`src/rtl/ice51_loader_if.sv`:
```
// rtl/ice51_loader_if.sv - code memory write port driven by the ice51 boot loader
interface ice51_loader_if #(
    parameter int ADDR_W = 10
);
    logic              wr_en;
    logic [ADDR_W-1:0] wr_addr;
    logic [7:0]        wr_data;

    modport master (output wr_en, wr_addr, wr_data);
    modport slave  (input  wr_en, wr_addr, wr_data);
endinterface

```
`src/rtl/ice51_loader.sv`:
```
// rtl/ice51_loader.sv - UART 8N1 boot loader filling ice51 code memory, then releasing the core
// Define ICE51_PRELOAD_EN to compile out the receive path (memory preloaded externally).
module ice51_loader #(
    parameter int BAUD_DIV = 104,
    parameter int MEM_SIZE = 1024,
    parameter int ADDR_W   = 10
) (
    input  logic           i_clk,
    input  logic           i_nrst,
    input  logic           i_uart_rx,
    ice51_loader_if.master wr,
    output logic           o_done,
    output logic           o_frame_err
);

`ifdef ICE51_PRELOAD_EN
    logic done_q;

    always_ff @(posedge i_clk or negedge i_nrst) begin
        if (!i_nrst) begin
            done_q <= 1'b0;
        end else begin
            done_q <= 1'b1;
        end
    end

    assign wr.wr_en    = 1'b0;
    assign wr.wr_addr  = '0;
    assign wr.wr_data  = '0;
    assign o_done      = done_q;
    assign o_frame_err = 1'b0;
`else
    localparam int                CW        = $clog2(BAUD_DIV + 1);
    localparam logic [CW-1:0]     HALF_M1   = CW'(BAUD_DIV / 2 - 1);
    localparam logic [CW-1:0]     FULL_M1   = CW'(BAUD_DIV - 1);
    localparam logic [CW-1:0]     CNT_ONE   = CW'(1);
    localparam logic [ADDR_W-1:0] ADDR_ONE  = ADDR_W'(1);
    localparam logic [ADDR_W-1:0] LAST_ADDR = ADDR_W'(MEM_SIZE - 1);

    typedef enum logic [2:0] {S_IDLE, S_START, S_DATA, S_STOP, S_DONE} state_t;

    state_t            state_q;
    logic              rx_meta_q, rx_sync_q;
    logic              armed_q;
    logic [CW-1:0]     cnt_q;
    logic [2:0]        bit_q;
    logic [7:0]        shift_q;
    logic [ADDR_W-1:0] addr_q;
    logic              wr_en_q;
    logic [ADDR_W-1:0] wr_addr_q;
    logic [7:0]        wr_data_q;
    logic              done_q;
    logic              ferr_q;

    always_ff @(posedge i_clk or negedge i_nrst) begin
        if (!i_nrst) begin
            rx_meta_q <= 1'b1;
            rx_sync_q <= 1'b1;
        end else begin
            rx_meta_q <= i_uart_rx;
            rx_sync_q <= rx_meta_q;
        end
    end

    // Counters are loaded with N-1 so each sample lands exactly N clocks after the previous event.
    always_ff @(posedge i_clk or negedge i_nrst) begin
        if (!i_nrst) begin
            state_q   <= S_IDLE;
            armed_q   <= 1'b0;
            cnt_q     <= '0;
            bit_q     <= '0;
            shift_q   <= '0;
            addr_q    <= '0;
            wr_en_q   <= 1'b0;
            wr_addr_q <= '0;
            wr_data_q <= '0;
            done_q    <= 1'b0;
            ferr_q    <= 1'b0;
        end else begin
            wr_en_q <= 1'b0;
            case (state_q)
                S_IDLE: begin
                    if (!armed_q) begin
                        armed_q <= rx_sync_q;
                    end else if (!rx_sync_q) begin
                        state_q <= S_START;
                        cnt_q   <= HALF_M1;
                    end
                end
                S_START: begin
                    if (cnt_q != '0) begin
                        cnt_q <= cnt_q - CNT_ONE;
                    end else if (rx_sync_q) begin
                        state_q <= S_IDLE;
                    end else begin
                        state_q <= S_DATA;
                        cnt_q   <= FULL_M1;
                        bit_q   <= '0;
                    end
                end
                S_DATA: begin
                    if (cnt_q != '0) begin
                        cnt_q <= cnt_q - CNT_ONE;
                    end else begin
                        shift_q <= {rx_sync_q, shift_q[7:1]};
                        cnt_q   <= FULL_M1;
                        bit_q   <= bit_q + 3'd1;
                        if (bit_q == 3'd7) begin
                            state_q <= S_STOP;
                        end
                    end
                end
                S_STOP: begin
                    if (cnt_q != '0) begin
                        cnt_q <= cnt_q - CNT_ONE;
                    end else begin
                        // A low stop bit leaves IDLE disarmed until the line recovers.
                        armed_q <= rx_sync_q;
                        if (rx_sync_q) begin
                            wr_en_q   <= 1'b1;
                            wr_addr_q <= addr_q;
                            wr_data_q <= shift_q;
                            if (addr_q == LAST_ADDR) begin
                                state_q <= S_DONE;
                            end else begin
                                addr_q  <= addr_q + ADDR_ONE;
                                state_q <= S_IDLE;
                            end
                        end else begin
                            ferr_q  <= 1'b1;
                            state_q <= S_IDLE;
                        end
                    end
                end
                S_DONE: begin
                    done_q <= 1'b1;
                end
                default: begin
                    state_q <= S_IDLE;
                end
            endcase
        end
    end

    assign wr.wr_en    = wr_en_q;
    assign wr.wr_addr  = wr_addr_q;
    assign wr.wr_data  = wr_data_q;
    assign o_done      = done_q;
    assign o_frame_err = ferr_q;
`endif

endmodule

```
`src/flat_wrapper.sv`:
```
// flat-port wrapper written by rule: the top's interface ports become plain ports
module ice51_loader_flat 
#(
    parameter int BAUD_DIV = 104,
    parameter int MEM_SIZE = 1024,
    parameter int ADDR_W   = 10
)
  (i_clk, i_nrst, i_uart_rx, o_done, o_frame_err, wr_wr_en, wr_wr_addr, wr_wr_data);
  ice51_loader_if #(.ADDR_W(ADDR_W)) wr_i ();
  input  logic i_clk;
  input  logic i_nrst;
  input  logic i_uart_rx;
  output logic o_done;
  output logic o_frame_err;
  output wire logic [$bits(wr_i.wr_en)-1:0] wr_wr_en;
  output wire logic [$bits(wr_i.wr_addr)-1:0] wr_wr_addr;
  output wire logic [$bits(wr_i.wr_data)-1:0] wr_wr_data;
  assign wr_wr_en = wr_i.wr_en;
  assign wr_wr_addr = wr_i.wr_addr;
  assign wr_wr_data = wr_i.wr_data;
  ice51_loader #(.BAUD_DIV(BAUD_DIV), .MEM_SIZE(MEM_SIZE), .ADDR_W(ADDR_W)) u_core (.i_clk(i_clk), .i_nrst(i_nrst), .i_uart_rx(i_uart_rx), .wr(wr_i), .o_done(o_done), .o_frame_err(o_frame_err));
endmodule
```
`config.mk`:
```
export PLATFORM = sky130hd
export DESIGN_NAME = ice51_loader_flat
export DESIGN_NICKNAME = d
export VERILOG_FILES = /design/src/rtl/ice51_loader_if.sv /design/src/rtl/ice51_loader.sv /design/src/flat_wrapper.sv
export SDC_FILE = /design/constraint.sdc
export NUM_CORES = 1
export LEC_CHECK = 0
export ABC_AREA = 1
export ABC_CLOCK_PERIOD_IN_PS = 3690
export CAP_MARGIN = 20
export CORE_AREA = 2 2 69 71
export DETAILED_ROUTE_END_ITERATION = 16
export DIE_AREA = 0 0 71 73
export PLACE_DENSITY = 0.83
export SLEW_MARGIN = 20
export SYNTH_ARGS = -nofsm -noshare
export SYNTH_HDL_FRONTEND = slang
export SYNTH_SLANG_ARGS = --single-unit
```
`constraint.sdc`:
```
create_clock -name i_clk -period 3.69 [get_ports i_clk]
set_input_delay 0.369 -clock i_clk [delete_from_list [all_inputs] [get_ports i_clk]]
set_output_delay 0.369 -clock i_clk [all_outputs]
set_load 0.01 [all_outputs]
```
Word-level counts from Yosys, hierarchy flattened
Index checks and enable logic that the tools add are counted.
{"block": "classes", "n_mux": 27, "n_eq_ne": 15, "n_div": 0, "addsub": 3, "order_cmp": 0, "multipliers": 0, "n_bitwise": 4, "shift": 0, "reduce_logical": 13}
{"op": "2-to-1 mux 7 bit", "n": 6}
{"op": "2-to-1 mux 3 bit", "n": 11}
{"op": "one-hot mux 7 bit (4 select lines)", "n": 1}
{"op": "one-hot mux 3 bit (5 select lines)", "n": 1}
{"op": "adder 10 x 1 -> 10 bit, second input constant", "n": 1}
{"op": "== test 10 bit, second input constant", "n": 1}
{"op": "inequality test 2 bit, second input constant", "n": 5}
{"op": "AND reduction 4 bit", "n": 2}
{"op": "AND reduction 7 bit", "n": 1}
{"op": "nonzero test 7 bit", "n": 1}
{"op": "subtractor 7 x 1 -> 7 bit, second input constant", "n": 1}
{"op": "== test 3 x 2 -> 1 bit, second input constant", "n": 2}
{"op": "== test 3 bit, second input constant", "n": 2}
{"op": "inequality test 2 x 1 -> 1 bit, second input constant", "n": 3}
{"op": "one-hot mux 3 bit (2 select lines)", "n": 1}
{"op": "AND reduction 3 bit", "n": 2}
{"op": "2-to-1 mux 1 bit", "n": 5}
{"op": "AND reduction 5 bit", "n": 1}
{"op": "inverter 1 bit", "n": 4}
{"op": "AND reduction 2 bit", "n": 2}
{"op": "nonzero test 2 bit", "n": 2}
{"op": "nonzero test 4 bit", "n": 1}
{"op": "adder 3 x 1 -> 3 bit, second input constant", "n": 1}
{"op": "== test 3 x 1 -> 1 bit, second input constant", "n": 1}
{"op": "other kinds (4)", "n": 4}
{"block": "totals", "memories": 0, "romBits": 0, "mem_bits_rw": 0, "latchBits": 0, "input_bits": 3, "ff_bits": 55}

Depth between registers and ports, before layout
Gate-level depths: netlist (run 1).
{"block": "depth", "ltp_word": 5, "ltp_mapped": 10, "mapped_depth_nobuf": 9}

Least setup slack after synthesis (run 1)
No wires, ideal clock.
{"block": "synth_path", "path_kind": "reg-to-reg", "from": "register u_core.cnt_q[0]", "to": "register u_core.wr_addr_q[8] (netlist: u_core.wr.wr_addr[8])", "setup_time_ns": 0.118, "synth_period_minus_slack_ns": 1.572, "slack_ns": 2.118, "t_arrival_ns": 1.454, "stages_incl_launch_ff": 11, "t_required_ns": 3.572, "path_cell_list": "dfrtp_1 inv_1 ha_1 nand2_1 nor2_8 nand2_4 nor2_8 inv_4 buf_6 nand2_1 o21ai_2"}
{"block": "synth_between", "elab_chain_len": 3}
{"element": "start: declaration", "line": "ice51_loader.sv:45", "source": "logic [CW-1:0] cnt_q;"}
{"element": "start signal: assignment", "line": "ice51_loader.sv:92", "source": "cnt_q <= cnt_q - CNT_ONE;"}
{"element": "start signal: assignment", "line": "ice51_loader.sv:103", "source": "cnt_q <= cnt_q - CNT_ONE;"}
{"element": "start signal: assignment", "line": "ice51_loader.sv:115", "source": "cnt_q <= cnt_q - CNT_ONE;"}
{"element": "nonzero test 7 bit", "line": "ice51_loader.sv:114", "source": "if (cnt_q != '0) begin"}
{"element": "inverter 1 bit (no source line)"}
{"element": "AND reduction 3 bit (no source line)"}
{"element": "end signal: assignment", "line": "ice51_loader.sv:121", "source": "wr_addr_q <= addr_q;"}
{"element": "end: declaration", "line": "ice51_loader.sv:50", "source": "logic [ADDR_W-1:0] wr_addr_q;"}
Every way passes these cells.
A chain may end at the register's enable or synchronous reset.

Final worst setup path (run 1)
{"block": "layout_path", "from": "register u_core.addr_q[0]", "to": "register u_core.addr_q[4]"}
{"block": "layout_between", "elab_chain_len": 3, "word_cells_on_any_way": 4}
{"element": "start: declaration", "line": "ice51_loader.sv:48", "source": "logic [ADDR_W-1:0] addr_q;"}
{"element": "start signal: assignment", "line": "ice51_loader.sv:126", "source": "addr_q <= addr_q + ADDR_ONE;"}
{"element": "parallel branches: the longest is 3 deep, another holds adder 10 x 1 -> 10 bit"}
Parallel ways; which one is timed is not known.

==> results of run 1 <==
worst max-delay path: cells and delay by family (launching register included):
kind          cells  cell delay (ps)
flops             1              420
simple gates      6              980
buf+inv           1              160
fa+ha+maj         1              210
synth_stat cells:
| master | number | share of area [%] |
|---|---|---|
| xnor2_1 | 1 | 0.33 |
| ha_1 | 5 | 2.4 |
| a22oi_1 | 1 | 0.28 |
| dfstp_2 | 2 | 2.0 |
| nor2_8 | 2 | 1.5 |
| nor3_1 | 4 | 0.76 |
| inv_4 | 1 | 0.24 |
| nor2_1 | 15 | 2.1 |
| dfrtp_1 | 53 | 50 |
| buf_4 | 1 | 0.28 |
| inv_1 | 35 | 5.0 |
| nand3_2 | 1 | 0.38 |
| nand3_1 | 19 | 3.6 |
| o21ai_1 | 4 | 0.76 |
| o21ai_0 | 16 | 3.0 |
| nor3_2 | 1 | 0.38 |
| xor2_1 | 10 | 3.3 |
| inv_2 | 1 | 0.14 |
| nand2_2 | 2 | 0.47 |
| o21a_1 | 1 | 0.28 |
| buf_6 | 3 | 1.3 |
| clkbuf_1 | 1 | 0.14 |
| nand4_1 | 4 | 0.95 |
| o21bai_1 | 1 | 0.28 |
| nand2_4 | 1 | 0.43 |
| or2_2 | 2 | 0.47 |
| nor2_2 | 1 | 0.24 |
| nand2_1 | 94 | 13 |
| nor2_4 | 1 | 0.43 |
| or2_1 | 1 | 0.24 |
| o21ai_2 | 15 | 5.0 |
through the flow:
stage,utilization [%],setup slack [ps],instance area (µm²),total power [mW]
floorplan,-,2118,2648,0.9733
global placement,64.00,1956,2903,1.043
detailed placement,64.00,1903,2903,1.060
CTS,65.96,1848,2992,1.387
global route,65.96,1649,2992,1.472
finish,65.96,1835,2992,1.375
per-layer routing:
| layer | vias up | global-route usage [%] |
|---|---|---|
| li1 | 990 | - |
| met1 | 901 | 26.91 |
| met2 | 42 | 32.71 |
| met3 | 5 | 4.972 |
| met4 | 0 | 7.128 |
| met5 | - | 0 |
power by group through the flow:
stage,Sequential [mW],Combinational [mW],Clock (mW)
6_report,0.706,0.340,0.328
5_1_grt,0.714,0.393,0.365
4_1_cts,0.705,0.344,0.337
3_5_place_dp,0.717,0.343,0
3_3_place_gp,0.715,0.328,0
2_1_floorplan,0.710,0.263,0
state kept, by name (all words and copies together), names as in the netlist:
| signal | flops |
|---|---|
| u_core.cnt_q | 7 |
| u_core.armed_q | 1 |
| u_core.bit_q | 3 |
| u_core.o_frame_err | 1 |
| u_core.shift_q | 8 |
| u_core.rx_sync_q | 1 |
| u_core.rx_meta_q | 1 |
| u_core.state_q | 3 |
| u_core.wr.wr_addr | 10 |
| u_core.wr.wr_data | 8 |
| u_core.o_done | 1 |
| u_core.addr_q | 10 |
| u_core.wr.wr_en | 1 |
final timing paths:
check | startpoint | to | slack [ps] | depth (start not counted)
setup / recovery | u_core.addr_q[0]$_DFFE_PN0P_ | u_core.addr_q[4]$_DFFE_PN0P_ | 1840 | 8
hold / removal | i_nrst | u_core.wr.wr_addr[3]$_DFFE_PN0P_ | -10 | 1
setup reg to reg | u_core.addr_q[0]$_DFFE_PN0P_ | u_core.addr_q[4]$_DFFE_PN0P_ | 1840 | 8
hold reg to reg | u_core.rx_meta_q$_DFF_PN1_ | u_core.rx_sync_q$_DFF_PN1_ | 360 | 0
max in group asynchronous | i_nrst | u_core.wr.wr_data[2]$_DFFE_PN0P_ | 2920 | 2
min in group i_clk | u_core.rx_meta_q$_DFF_PN1_ | u_core.rx_sync_q$_DFF_PN1_ | 360 | 0
cells by family (layout without fill, tap and decap cells):
logic type / after synthesis / in the layout / share of synthesized area [%]
flops: 55 / 55 / 52.08
compound gates: 38 / 38 / 9.594
fa+ha+maj: 5 / 5 / 2.363
xor+xnor: 11 / 11 / 3.639
buf+inv: 42 / 69 / 7.042
simple gates: 148 / 148 / 25.28
area by class of cell:
type / instances / area share, %
flip-flops and latches: 55 / 46.09
multi-input cells: 202 / 36.18
repair buffers: 24 / 7.779
inverters: 37 / 4.726
clock buffers: 5 / 2.300
well taps: 54 / 2.258
clock inverters: 3 / 0.6692
==> results by group, run 1 <==
Final layout
  – Highest-count cells in the layout ignoring fill and taps: 94 x nand2_1, 53 x dfrtp_1, 35 x inv_1
  – Share of cells above drive strength 1: 12.27%
  – Most common cell after layout, fill and taps aside: nand2_1
  – Layout net count: around 330
  – Area Overhead vs Synth: 13.00%
  – Post-Layout Cell Count: 380
  – Multi-input gate area: around 1100 µm²
  – Layout fillers: 380
  – Diode count: 0
  – Register area: about 1400 µm²

Synth
  – Cell Area, Synth: between 2000 and 3000 µm²
  – Post-Syn Instances: roughly 300
  – Syn avg cell area: 8.855 µm²
  – Synth Register Bits: 55
  – Yosys warning count: 0
  – Yosys cell types: 31
  – Post-synthesis sequential area ratio: a little over half
  – Syn Nets: 307

Power and ir drop
  – Clock power share: a little under a quarter
  – Seq pwr share: a little over 50%
  – Max VDD drop: about 0.32 mV
  – Int Power: around 900 µW
  – Static Leak: 1.487 nW
  – Sw Pwr: roughly 470 µW
  – Switching part of the total power: around a third
  – Power share of the combinational group: between 20% and 30%
  – Pwr Density: approximately 460 nW/µm²

Critical path
  – Worst setup EP type: register
  – Slowest CP cell: dfrtp_1
  – Critical path class: reg2reg
  – Cell mode on critical path: nand2_1
  – Worst setup SP type: register
  – Critical path fanouts, max: 13
  – Worst path cell trace: ha_1, nand2_1, nor3_2, nand3_1, nand3_2, inv_1, nand2_1, nand2_1
  – Required time of the worst setup path: a little under 4000 ps
  – Crit-path max cell delay: between 400 and 500 ps
  – Arrival @ worst endpoint: between 2000 and 2500 ps

Timing
  – Worst slew margin: roughly 70%
  – Min Tclk post-route: approximately 1900 ps
  – Fmax achieved: ~0.54 GHz
  – Actual slew at the worst max-slew pin: roughly 460 ps
  – Max-slew violations: 0
  – Total negative slack: 0 ps
  – Setup-failing EPs final: 0
  – Final Hold Fails: 7
  – Fin crit share: between 50% and 60%
  – Clock skew: roughly 7.4 ps
  – Hold Worst Slack: -9.906 ps
  – Unrepaired setup endpoints after global routing: no

Job
  – Max cap viols: 0

Floorplan
  – Ports: 24
  – Die area: slightly above 5000 µm²
  – Die W: about 71 µm
  – Num rows: 25
  – Initial cell density of the core: about 58%
  – Vert. Die Dim: approximately 73 µm
  – Core area: approximately 4500 µm²

Detailed routing
  – Post-DR wirelength/cell: around 12 µm
  – DRT iter0 DRCs: ~140
  – Metal-1 WL: ~2200 µm
  – Antenna Nets Post-Route: 0
  – Highest metal used: met4
  – Post-route DRC: 0
  – Met2 wire length: 2260 µm
  – Post-Route WL: between 4000 and 5000 µm
  – Via density: slightly above 5
  – DR pass1 iterations: 6
  – Met3 routed WL: between 200 and 250 µm
  – DR vias: 1938

Global route
  – Gr ovfl total: 0
  – Pin count of the biggest net entering global routing: 35
  – Vias in the first global route: between 1500 and 2000
  – First-pass GRT wire length: roughly 8000 µm
  – Initial antenna violation count: 0
  – Global Route Usage Sum: between 20 and 25%

CTS
  – Later-pin clock latency in the skew report: 310 ps
  – CTS resizes: 0
  – Post-CTS Setup Inserts: 0
  – CTS tree: yes
  – Worst-path clk slew: ~100 ps
  – Hold Buf Count CTS: 0
  – H-tree depth: 2
  – Total CTS buffers: 5
  – Clock Tree Root: clkbuf_8
  – CTS Sinks: between 50 and 60
  – Clk buf depth: 2

Placed design
  – Detailed placement HPWL: approximately 3400 µm
  – GPL Wtd Cong: approximately 0.93
  – PortBufs: 23
  – Placed Cells incl. Taps: about 370

Status
  – Violated checks: hold timing
  – Status: complete, but fails checks

Min path
  – Tightest Hold Check Type: in2async
(Power assumes the default switching activity.)
==> inputs of run 2 (changes only) <==
Settings changed: ABC_CLOCK_PERIOD_IN_PS 3690 to 1900, CORE_AREA 2 2 69 71 to 2 2 72 74, DIE_AREA 0 0 71 73 to 0 0 74 76, PLACE_DENSITY 0.83 to 0.77.
Clock period 3.69 ns to 1.9 ns, I/O delays scaled along.
==> run 2 against run 1 <==
  * The run now ends clean
  * Flip-flop and latch count unchanged
  * Final area up 2.6%
  * Power up 100%
  * Final cell count up 5.0%
  * Critical path type unchanged
==> results by group, run 2 (synthesized netlist as in run 1, its figures left out) <==
Job
  – Max cap viols: 0 (unchanged)

Detailed routing
  – Post-DR wirelength/cell: 11.65 µm (-5.5%)
  – DR vias: 1973 (+1.8%)
  – Antenna Nets Post-Route: 0 (unchanged)
  – Via density: 4.945 (-3.0%)
  – Post-route DRC: 0 (unchanged)
  – Post-Route WL: 4648 µm (-0.77%)
  – DR pass1 iterations: 8 (+2)
  – DRT iter0 DRCs: 127 (-12%)

Timing
  – Worst slew margin: 72.51% (+3.4 points)
  – Final Hold Fails: 0 (-7)
  – Fmax achieved: 0.5899 GHz (+9.4%)
  – Clock skew: 9.243 ps (+1.882 ps)
  – Setup-failing EPs final: 0 (unchanged)
  – Hold Worst Slack: 281.1 ps (+291.0 ps)
  – Total negative slack: 0 ps (unchanged)
  – Actual slew at the worst max-slew pin: 409.2 ps (-54.74 ps)
  – Unrepaired setup endpoints after global routing: no
  – Fin crit share: 89.22% (+39 points)
  – Max-slew violations: 0 (unchanged)
  – Min Tclk post-route: 1695 ps (-159.6 ps)

Critical path
  – Reg2reg setup slack: 200 ps (-1630 ps)
  – Arrival @ worst endpoint: 1880 ps (-190 ps)
  – Required time of the worst setup path: 2090 ps (-1810 ps)
  – Slowest CP cell: dfrtp_1
  – Worst setup SP type: register
  – Critical path fanouts, max: 33 (+20)
  – Worst path cell trace: inv_1, ha_1, nand2_1, nor2_8, nand2_4, nor2_8, inv_4, nand2_1, o21ai_2
  – Crit-path max cell delay: 400 ps (-20 ps)
  – Worst setup EP type: register
  – Critical path class: reg2reg

Placed design
  – GPL Wtd Cong: 0.8549 (-7.7%)
  – PortBufs: 23 (unchanged)
  – Detailed placement HPWL: 3382 µm (-0.36%)

Final layout
  – Layout net count: 337 (+1.2%)
  – Share of cells above drive strength 1: 12.46% (+0.19 points)
  – Highest-count cells in the layout ignoring fill and taps: 94 x nand2_1, 53 x dfrtp_1, 35 x inv_1
  – Area Overhead vs Synth: 15.97%
  – Diode count: 0 (unchanged)
  – Most common cell after layout, fill and taps aside: nand2_1

CTS
  – Worst-path clk slew: 90 ps (about the same)
  – CTS Sinks: 55 (unchanged)
  – Total CTS buffers: 5 (unchanged)
  – CTS resizes: 0 (unchanged)
  – Post-CTS Setup Inserts: 0 (unchanged)
  – Clock Tree Root: clkbuf_8
  – H-tree depth: 2 (unchanged)
  – CTS tree: yes
  – Later-pin clock latency in the skew report: 300 ps (about the same)
  – Clk buf depth: 2 (unchanged)

Power and ir drop
  – Pwr Density: 906.2 nW/µm² (+97%)
  – Static Leak: 1.520 nW (+2.3%)
  – Max VDD drop: 0.6506 mV (+100%)

Global route
  – Pin count of the biggest net entering global routing: 56 (+60%)
  – Gr ovfl total: 0 (unchanged)
  – Global Route Usage Sum: 18.45% (-1.8 points)
  – First-pass GRT wire length: 8155 µm (about the same)
  – Initial antenna violation count: 0 (unchanged)
  – Vias in the first global route: 1881 (+2.3%)

Floorplan
  – Vert. Die Dim: 76 µm (+4.1%)
  – Die W: 74 µm (+4.2%)
  – Core area: 4912 µm² (+8.3%)
  – Initial cell density of the core: 53.90% (-4.5 points)
  – Ports: 24 (unchanged)
  – Num rows: 26 (+4.0%)
  – Die area: 5624 µm² (+8.5%)

Min path
  – Tightest Hold Check Type: in2reg

Status
  – Status: finished clean
run 2: per-layer routing:
layer  share of wire, %  track usage, %  routed length (µm)  vias to the layer above
met2                 49           29.29                2258                       33
met5                  0               0                   0                        -
met4                2.0           7.818                  94                        0
li1                   -               -                   -                     1006
met3                3.1           4.365                 144                        9
met1                 46           23.88                2151                      925
run 2: timing repair:
action | in CTS | in global routing
hold buffers | 1 | 0
setup endpoints to repair | 0 | 0
hold endpoints to repair | 53 | 0
run 2: worst paths after layout:
path	from	endpoint	cells after the start
min in group asynchronous	i_nrst	u_core.shift_q[3]$_DFFE_PN0P_	3
setup reg to reg	u_core.cnt_q[0]$_DFFE_PN0P_	u_core.wr.wr_addr[8]$_DFFE_PN0P_	9
hold reg to reg	u_core.rx_meta_q$_DFF_PN1_	u_core.rx_sync_q$_DFF_PN1_	0
max in group asynchronous	i_nrst	u_core.rx_meta_q$_DFF_PN1_	3
hold / removal	i_uart_rx	u_core.rx_meta_q$_DFF_PN1_	1
setup / recovery	u_core.cnt_q[0]$_DFFE_PN0P_	u_core.wr.wr_addr[8]$_DFFE_PN0P_	9
run 2: through the flow:
stage	std cells	area (µm²)	total power, mW	util, %	setup slack [ps]
after floorplan	299	2648	1.890	-	328.0
after global placement	391	2958	2.041	60.21	252.8
after detailed placement	391	2958	2.064	60.21	197.5
after CTS	399	3070	2.809	62.51	179.6
after global routing	399	3070	2.958	62.51	27.53
final	399	3070	2.782	62.51	204.8
run 2: report_power, final:
part / internal [mW] / switching, mW
Clock: 0.387 / 0.351
Combinational: 0.224 / 0.443
Sequential: 1.28 / 0.101
run 2: worst max-delay path: cells and delay by family, from the launching register on:
kind / cells / cell delay (ps)
simple gates: 5 / 690
buf+inv: 2 / 280
flops: 1 / 400
fa+ha+maj: 1 / 170
compound gates: 1 / 50
run 2: final cells by class:
cell class | count | area, µm²
well taps | 70 | 87.58
fillers | 418 | 1842
multi-input cells | 202 | 1082
flip-flops and latches | 55 | 1379
inverters | 37 | 141.4
clock buffers | 6 | 72.57
repair buffers | 28 | 277.8
clock inverters | 1 | 30.03
==> inputs of run 3 (changes only) <==
Settings changed: SETUP_SLACK_MARGIN set to 0.02.
==> results of run 3 <==
No change in the layout: final DEF, timing and power equal those of run 2.
